$ cat config.mk
export PLATFORM = sky130hd
export DESIGN_NAME = bc_vld_rdy_skid_buf
export DESIGN_NICKNAME = d
export VERILOG_FILES = /design/src/rtl/bc_skid_pkg.sv /design/src/rtl/bc_skid_ctrl.sv /design/src/rtl/bc_vld_rdy_skid_buf.sv
export SDC_FILE = /design/constraint.sdc
export NUM_CORES = 1
export LEC_CHECK = 0
export ABC_CLOCK_PERIOD_IN_PS = 2900
export CAP_MARGIN = 10
export CORE_ASPECT_RATIO = 0.7
export CORE_MARGIN = 2
export CORE_UTILIZATION = 45
export CTS_CLUSTER_SIZE = 10
export DETAILED_ROUTE_END_ITERATION = 6
export DONT_BUFFER_PORTS = 1
export GPL_TIMING_DRIVEN = 0
export PLACE_DENSITY = 0.68
export RECOVER_POWER = 50
export SLEW_MARGIN = 20
export SYNTH_ARGS = -nofsm -noshare
export SYNTH_HDL_FRONTEND = slang
export SYNTH_HIERARCHICAL = 1
export SYNTH_SLANG_ARGS = --single-unit
export TNS_END_PERCENT = 10
$ cat constraint.sdc
create_clock -name clk -period 2.9 [get_ports clk]
set_input_delay 0 -clock clk [delete_from_list [all_inputs] [get_ports clk]]
set_output_delay 0 -clock clk [all_outputs]
set_load 0.02 [all_outputs]
$ cat src/rtl/bc_skid_pkg.sv
// Shared types for the two-entry valid/ready skid slice.
// Holds the controller state encoding, the main-register source select
// and the occupancy constants reported on oCnt.
package bc_skid_pkg;

  typedef enum logic [1:0] {
    EMPTY = 2'd0,
    BUSY  = 2'd1,
    FULL  = 2'd2
  } skid_state_t;

  // Source of the next main-register value.
  typedef enum logic {
    SEL_IN   = 1'b0,
    SEL_SKID = 1'b1
  } main_sel_t;

  localparam logic [1:0] CNT_EMPTY = 2'd0;
  localparam logic [1:0] CNT_BUSY  = 2'd1;
  localparam logic [1:0] CNT_FULL  = 2'd2;

  function automatic logic [1:0] occupancy(input skid_state_t s);
    case (s)
      BUSY:    return CNT_BUSY;
      FULL:    return CNT_FULL;
      default: return CNT_EMPTY;
    endcase
  endfunction

endpackage

$ cat src/rtl/bc_skid_ctrl.sv
// Skid-slice controller: EMPTY/BUSY/FULL FSM plus registered handshake flags.
// Latency: flags are flopped from the next state, so they describe the slice after each edge.
// Backpressure: o_rdy drops on the edge that fills the skid entry and returns on the edge leaving FULL.
// Ports: i_vld/i_rdy handshake inputs; o_rdy/o_vld/o_cnt registered outputs;
//        main_ld/main_sel/skid_ld steer the two data registers in the top.
module bc_skid_ctrl
  import bc_skid_pkg::*;
(
  input  logic       clk,
  input  logic       rst,
  input  logic       i_vld,
  input  logic       i_rdy,
  output logic       o_rdy,
  output logic       o_vld,
  output logic [1:0] o_cnt,
  output logic       main_ld,
  output main_sel_t  main_sel,
  output logic       skid_ld
);

  skid_state_t state_q, state_d;
  logic        init_done_q, init_done_d;
  logic        rdy_q, rdy_d;
  logic        vld_q, vld_d;
  logic [1:0]  cnt_q, cnt_d;
  logic        in_fire, out_fire;

  assign in_fire  = i_vld & rdy_q;
  assign out_fire = vld_q & i_rdy;

  always_comb begin
    state_d  = state_q;
    main_ld  = 1'b0;
    main_sel = SEL_IN;
    skid_ld  = 1'b0;
    case (state_q)
      EMPTY: begin
        if (in_fire) begin
          state_d = BUSY;
          main_ld = 1'b1;
        end
      end
      BUSY: begin
        if (in_fire && out_fire) begin
          main_ld = 1'b1;
        end else if (in_fire) begin
          // Downstream stalled: park the new word in the skid entry.
          state_d = FULL;
          skid_ld = 1'b1;
        end else if (out_fire) begin
          state_d = EMPTY;
        end
      end
      FULL: begin
        // rdy_q is low here, so only the drain can happen.
        if (out_fire) begin
          state_d  = BUSY;
          main_ld  = 1'b1;
          main_sel = SEL_SKID;
        end
      end
      default: state_d = EMPTY;
    endcase

    // Any edge out of reset completes initialisation; ready stays low until then.
    init_done_d = 1'b1;
    rdy_d       = init_done_d & (state_d != FULL);
    vld_d       = (state_d != EMPTY);
    cnt_d       = occupancy(state_d);
  end

  always_ff @(posedge clk or negedge rst) begin
    if (!rst) begin
      state_q     <= EMPTY;
      init_done_q <= 1'b0;
      rdy_q       <= 1'b0;
      vld_q       <= 1'b0;
      cnt_q       <= CNT_EMPTY;
    end else begin
      state_q     <= state_d;
      init_done_q <= init_done_d;
      rdy_q       <= rdy_d;
      vld_q       <= vld_d;
      cnt_q       <= cnt_d;
    end
  end

  assign o_rdy = rdy_q & init_done_q;
  assign o_vld = vld_q;
  assign o_cnt = cnt_q;

endmodule

$ cat src/rtl/bc_vld_rdy_skid_buf.sv
// Two-entry valid/ready register slice; both forward data and ready are flopped.
// Latency: one cycle; sustains one transfer per cycle while downstream is ready.
// Backpressure: accepts at most one extra word after iRdy drops, then deasserts oRdy.
// Ports: clk; rst (async, active low); iVld/iDat/oRdy upstream; oVld/oDat/iRdy downstream;
//        oCnt occupancy (0..2).
module bc_vld_rdy_skid_buf
  import bc_skid_pkg::*;
#(
  parameter int          WIDTH    = 32,
  parameter logic [31:0] INI_DATA = 32'h0
) (
  input  logic             clk,
  input  logic             rst,
  input  logic             iVld,
  input  logic [WIDTH-1:0] iDat,
  output logic             oRdy,
  output logic             oVld,
  output logic [WIDTH-1:0] oDat,
  input  logic             iRdy,
  output logic [1:0]       oCnt
);

  localparam logic [WIDTH-1:0] INI_W = WIDTH'(INI_DATA);

  logic             main_ld;
  logic             skid_ld;
  main_sel_t        main_sel;
  logic [WIDTH-1:0] main_q, main_d;
  logic [WIDTH-1:0] skid_q, skid_d;

  bc_skid_ctrl u_ctrl (
    .clk      (clk),
    .rst      (rst),
    .i_vld    (iVld),
    .i_rdy    (iRdy),
    .o_rdy    (oRdy),
    .o_vld    (oVld),
    .o_cnt    (oCnt),
    .main_ld  (main_ld),
    .main_sel (main_sel),
    .skid_ld  (skid_ld)
  );

  always_comb begin
    main_d = (main_sel == SEL_SKID) ? skid_q : iDat;
    skid_d = iDat;
  end

  // Enable registers: contents change only on the load strobes from the controller.
  always_ff @(posedge clk or negedge rst) begin
    if (!rst) begin
      main_q <= INI_W;
    end else if (main_ld) begin
      main_q <= main_d;
    end
  end

  always_ff @(posedge clk or negedge rst) begin
    if (!rst) begin
      skid_q <= INI_W;
    end else if (skid_ld) begin
      skid_q <= skid_d;
    end
  end

  assign oDat = main_q;

endmodule
==> metrics.txt <==
final worst setup slack=1030 ps; startpoint types=flip-flop; post-layout min period=between 1500 and 2000 ps; Mapped Area=0.00314 mm^2; Initial Util=0.464; die height=roughly 74 um; Peak VDD IR=517 uV; Pre-antenna DRT Iters=4; share of post-route cells with drive strength above 1=0.240; post-synth cell types=25; GRT Resource Usage Total=0.183; CTS tree=done; highest clock rate=roughly 530 MHz; Clock Path Buffers=2; failing checks=max-capacitance violations, max-slew violations; RSZ-0062 raised after global routing=no; DP Cell Count=roughly 330; normalized max-slew margin=-0.187; io pins=72; Final Hold Vio Count=0; fin crit share=0.645; worst-margin pin slew=1780 ps; outcome=complete, but fails checks; XOR/XNOR Fraction of Synth Area=0; Top cell by count, worst path=buf_2; post-layout net count=318; setup TNS=0 ps; share of synthesized registers carrying an async set or reset=1.00; first-pass GRT wire length=10600 um; required time worst endpoint=3160 ps; Placeable Area=0.00676 mm^2; wire length per cell=16.8 um; Cell Chain, Critical Path=nand2_2 -> or3_4 -> nand2_1 -> buf_2 -> buf_2 -> nor2_1 -> a21oi_1; PwrDens=1120 mW/mm^2; number of synthesized register bits=a little over 70; HP Class=in -> reg; # rows=25; Placed Area=between 0.003 and 0.004 mm^2; Mapped Cells=approximately 240; Synth Area in Simple Gates=0.0658; Seq/Total Area, Yosys=0.566; grt ovf=0; max incr delay on CP=470 ps; Synth Area in Adders=0; crit path max fanout=10; R2R setup slack=slightly above 1000 ps; syn avg cell area=~13 um^2; clock sink total=71; antenna fix cells=0; synthesized net count=around 270; Final Skew=9.16 ps; clk slew on worst S/H paths=80 ps; vias in the first global route=2065; Post-DP HPWL=approximately 3800 um; vias per cell=5.03; fin area=0.00388 mm^2; Die X=104 um; initial antenna violation count=0; Post-route DRC=0; total CTS buffers=9; worst endpoint data arrival time=approximately 2100 ps; multiplexer share of the synthesized area=0.253; Synth Area in Compound Gates=0.0642; Finished Layout Cells=381; endpoints failing setup=0; Routed WL=6400 um; H-Tree Depth=3; Primary FF master, synth=dfrtp_1; Critical Path Slowest Stage Cell=dfrtp_1; max-slew violation count=72; endpoint class of the critical path=flip-flop; GPL Wtd Cong=0.705; worst-skew pair later-pin latency=about 340 ps; largest net degree at the start of global routing=72; Warnings, synthesis=6; Max-Cap Viols=1; main combinational cell family by area after synthesis=multiplexers; Layout area overhead=23.7%; Port Buffers=0; Setup WS pre-CTS=1050 ps; Worst Setup Path Type=reg -> reg; Root Buffer=clkbuf_8; Pwr Total=4.34 mW; number of synthesized flops with an enable pin=0; ANT nets after route=0; Die Footprint=0.00766 mm^2; Initial DRC Count=65; Leak=1.63 nW; routed vias=1916
-- worst paths after layout --
path / startpoint / end / cells past startpoint
max: u_ctrl/o_vld$_DFF_PN0_ / oDat[17]$_DFFE_PN0P_ / 7
min: iDat[29] / skid_q[29]$_DFFE_PN0P_ / 2
max reg2reg: u_ctrl/o_vld$_DFF_PN0_ / oDat[17]$_DFFE_PN0P_ / 7
min reg2reg: skid_q[7]$_DFFE_PN0P_ / skid_q[7]$_DFFE_PN0P_ / 1
max in group asynchronous: rst / oDat[12]$_DFFE_PN0P_ / 2
min in group asynchronous: rst / skid_q[7]$_DFFE_PN0P_ / 2
-- cells by family after synthesis --
| kind of cell | Yosys count |
|---|---|
| multiplexers | 64 |
| flip-flops | 71 |
| other | 1 |
| AND/OR/NAND/NOR | 46 |
| AO/OA/AOI/OAI | 37 |
| buffers and inverters | 16 |
-- layout by cell type, fill, tap and decap left out, drive strengths merged --
cell type,netlist,layout
inv,1,1
bufinv,0,4
dfrtp,71,71
nor2,33,33
nand2b,1,1
a21oi,32,32
and2,1,1
or3,1,1
clkinvlp,0,1
nand4b,2,2
conb,1,1
clkinv,0,2
buf,15,15
clkbuf,0,10
or2,1,1
a21boi,3,3
nand3,2,2
nand2,4,4
o21ai,1,1
mux2i,32,32
nor3,1,1
o22a,1,1
dlygate4sd3,0,35
mux2,32,32
-- state kept, by name (all words and copies together) (netlist names) --
signal	count
oDat	32
skid_q	32
u_ctrl/o_cnt	2
u_ctrl/state_q	2
u_ctrl/init_done_q	1
u_ctrl/o_vld	1
u_ctrl/rdy_q	1
-- layout make-up --
type | count | area, um^2
plain buffers | 15 | 151
clock buffers | 9 | 124
clock inverters | 7 | 145
fillers | 567 | 2880
inverters | 1 | 3.75
multi-input cells | 148 | 1200
flip-flops and latches | 71 | 1780
well taps | 94 | 118
repair buffers | 36 | 355
-- synth_stat cells (2+ instances only) --
master    count  area share
mux2i_1      32        0.10
dfrtp_1      71        0.57
mux2_4       30        0.14
buf_2         7       0.011
nand4b_1      2      0.0056
buf_6         5       0.018
a21oi_1      32       0.051
nand3_1       2      0.0032
nor2_1       33       0.039
nand2_1       3      0.0036
buf_12        3       0.019
mux2_2        2      0.0072
-- power breakdown --
group          leakage (nW)  internal, mW  switching (mW)
clock network         0.130         0.661           0.388
logic                 0.688         0.670           0.538
registers             0.815          1.48           0.610
total                  1.63          2.81            1.54
-- critical path, delay by kind of cell, from the launching register on --
kind,cells,cell delay (ps)
DFF,1,470
buffers and inverters,2,490
AOI/OAI and AO/OA,1,140
and+or+nand+nor,4,700
-- per-layer routing --
layer  wire, um  track usage
met5          0            0
met4         56       0.0495
met3        460       0.0852
met2       2900        0.291
met1       2980        0.229
-- repair_timing --
action / in CTS / in global routing
hold buffers: 36 / 0
hold endpoints to repair: 141 / 0
resized for setup: 0 / 0
buffers inserted: 0 / 0
-- stage by stage --
stage / hold WS, ps / util
after floorplan: -296 / -
after detailed placement: -294 / 0.482
final: 364 / 0.574
after global placement: -294 / 0.482
after global routing: 354 / 0.574
after CTS: 245 / 0.577
Note: power is estimated with default switching activity, not from simulation.
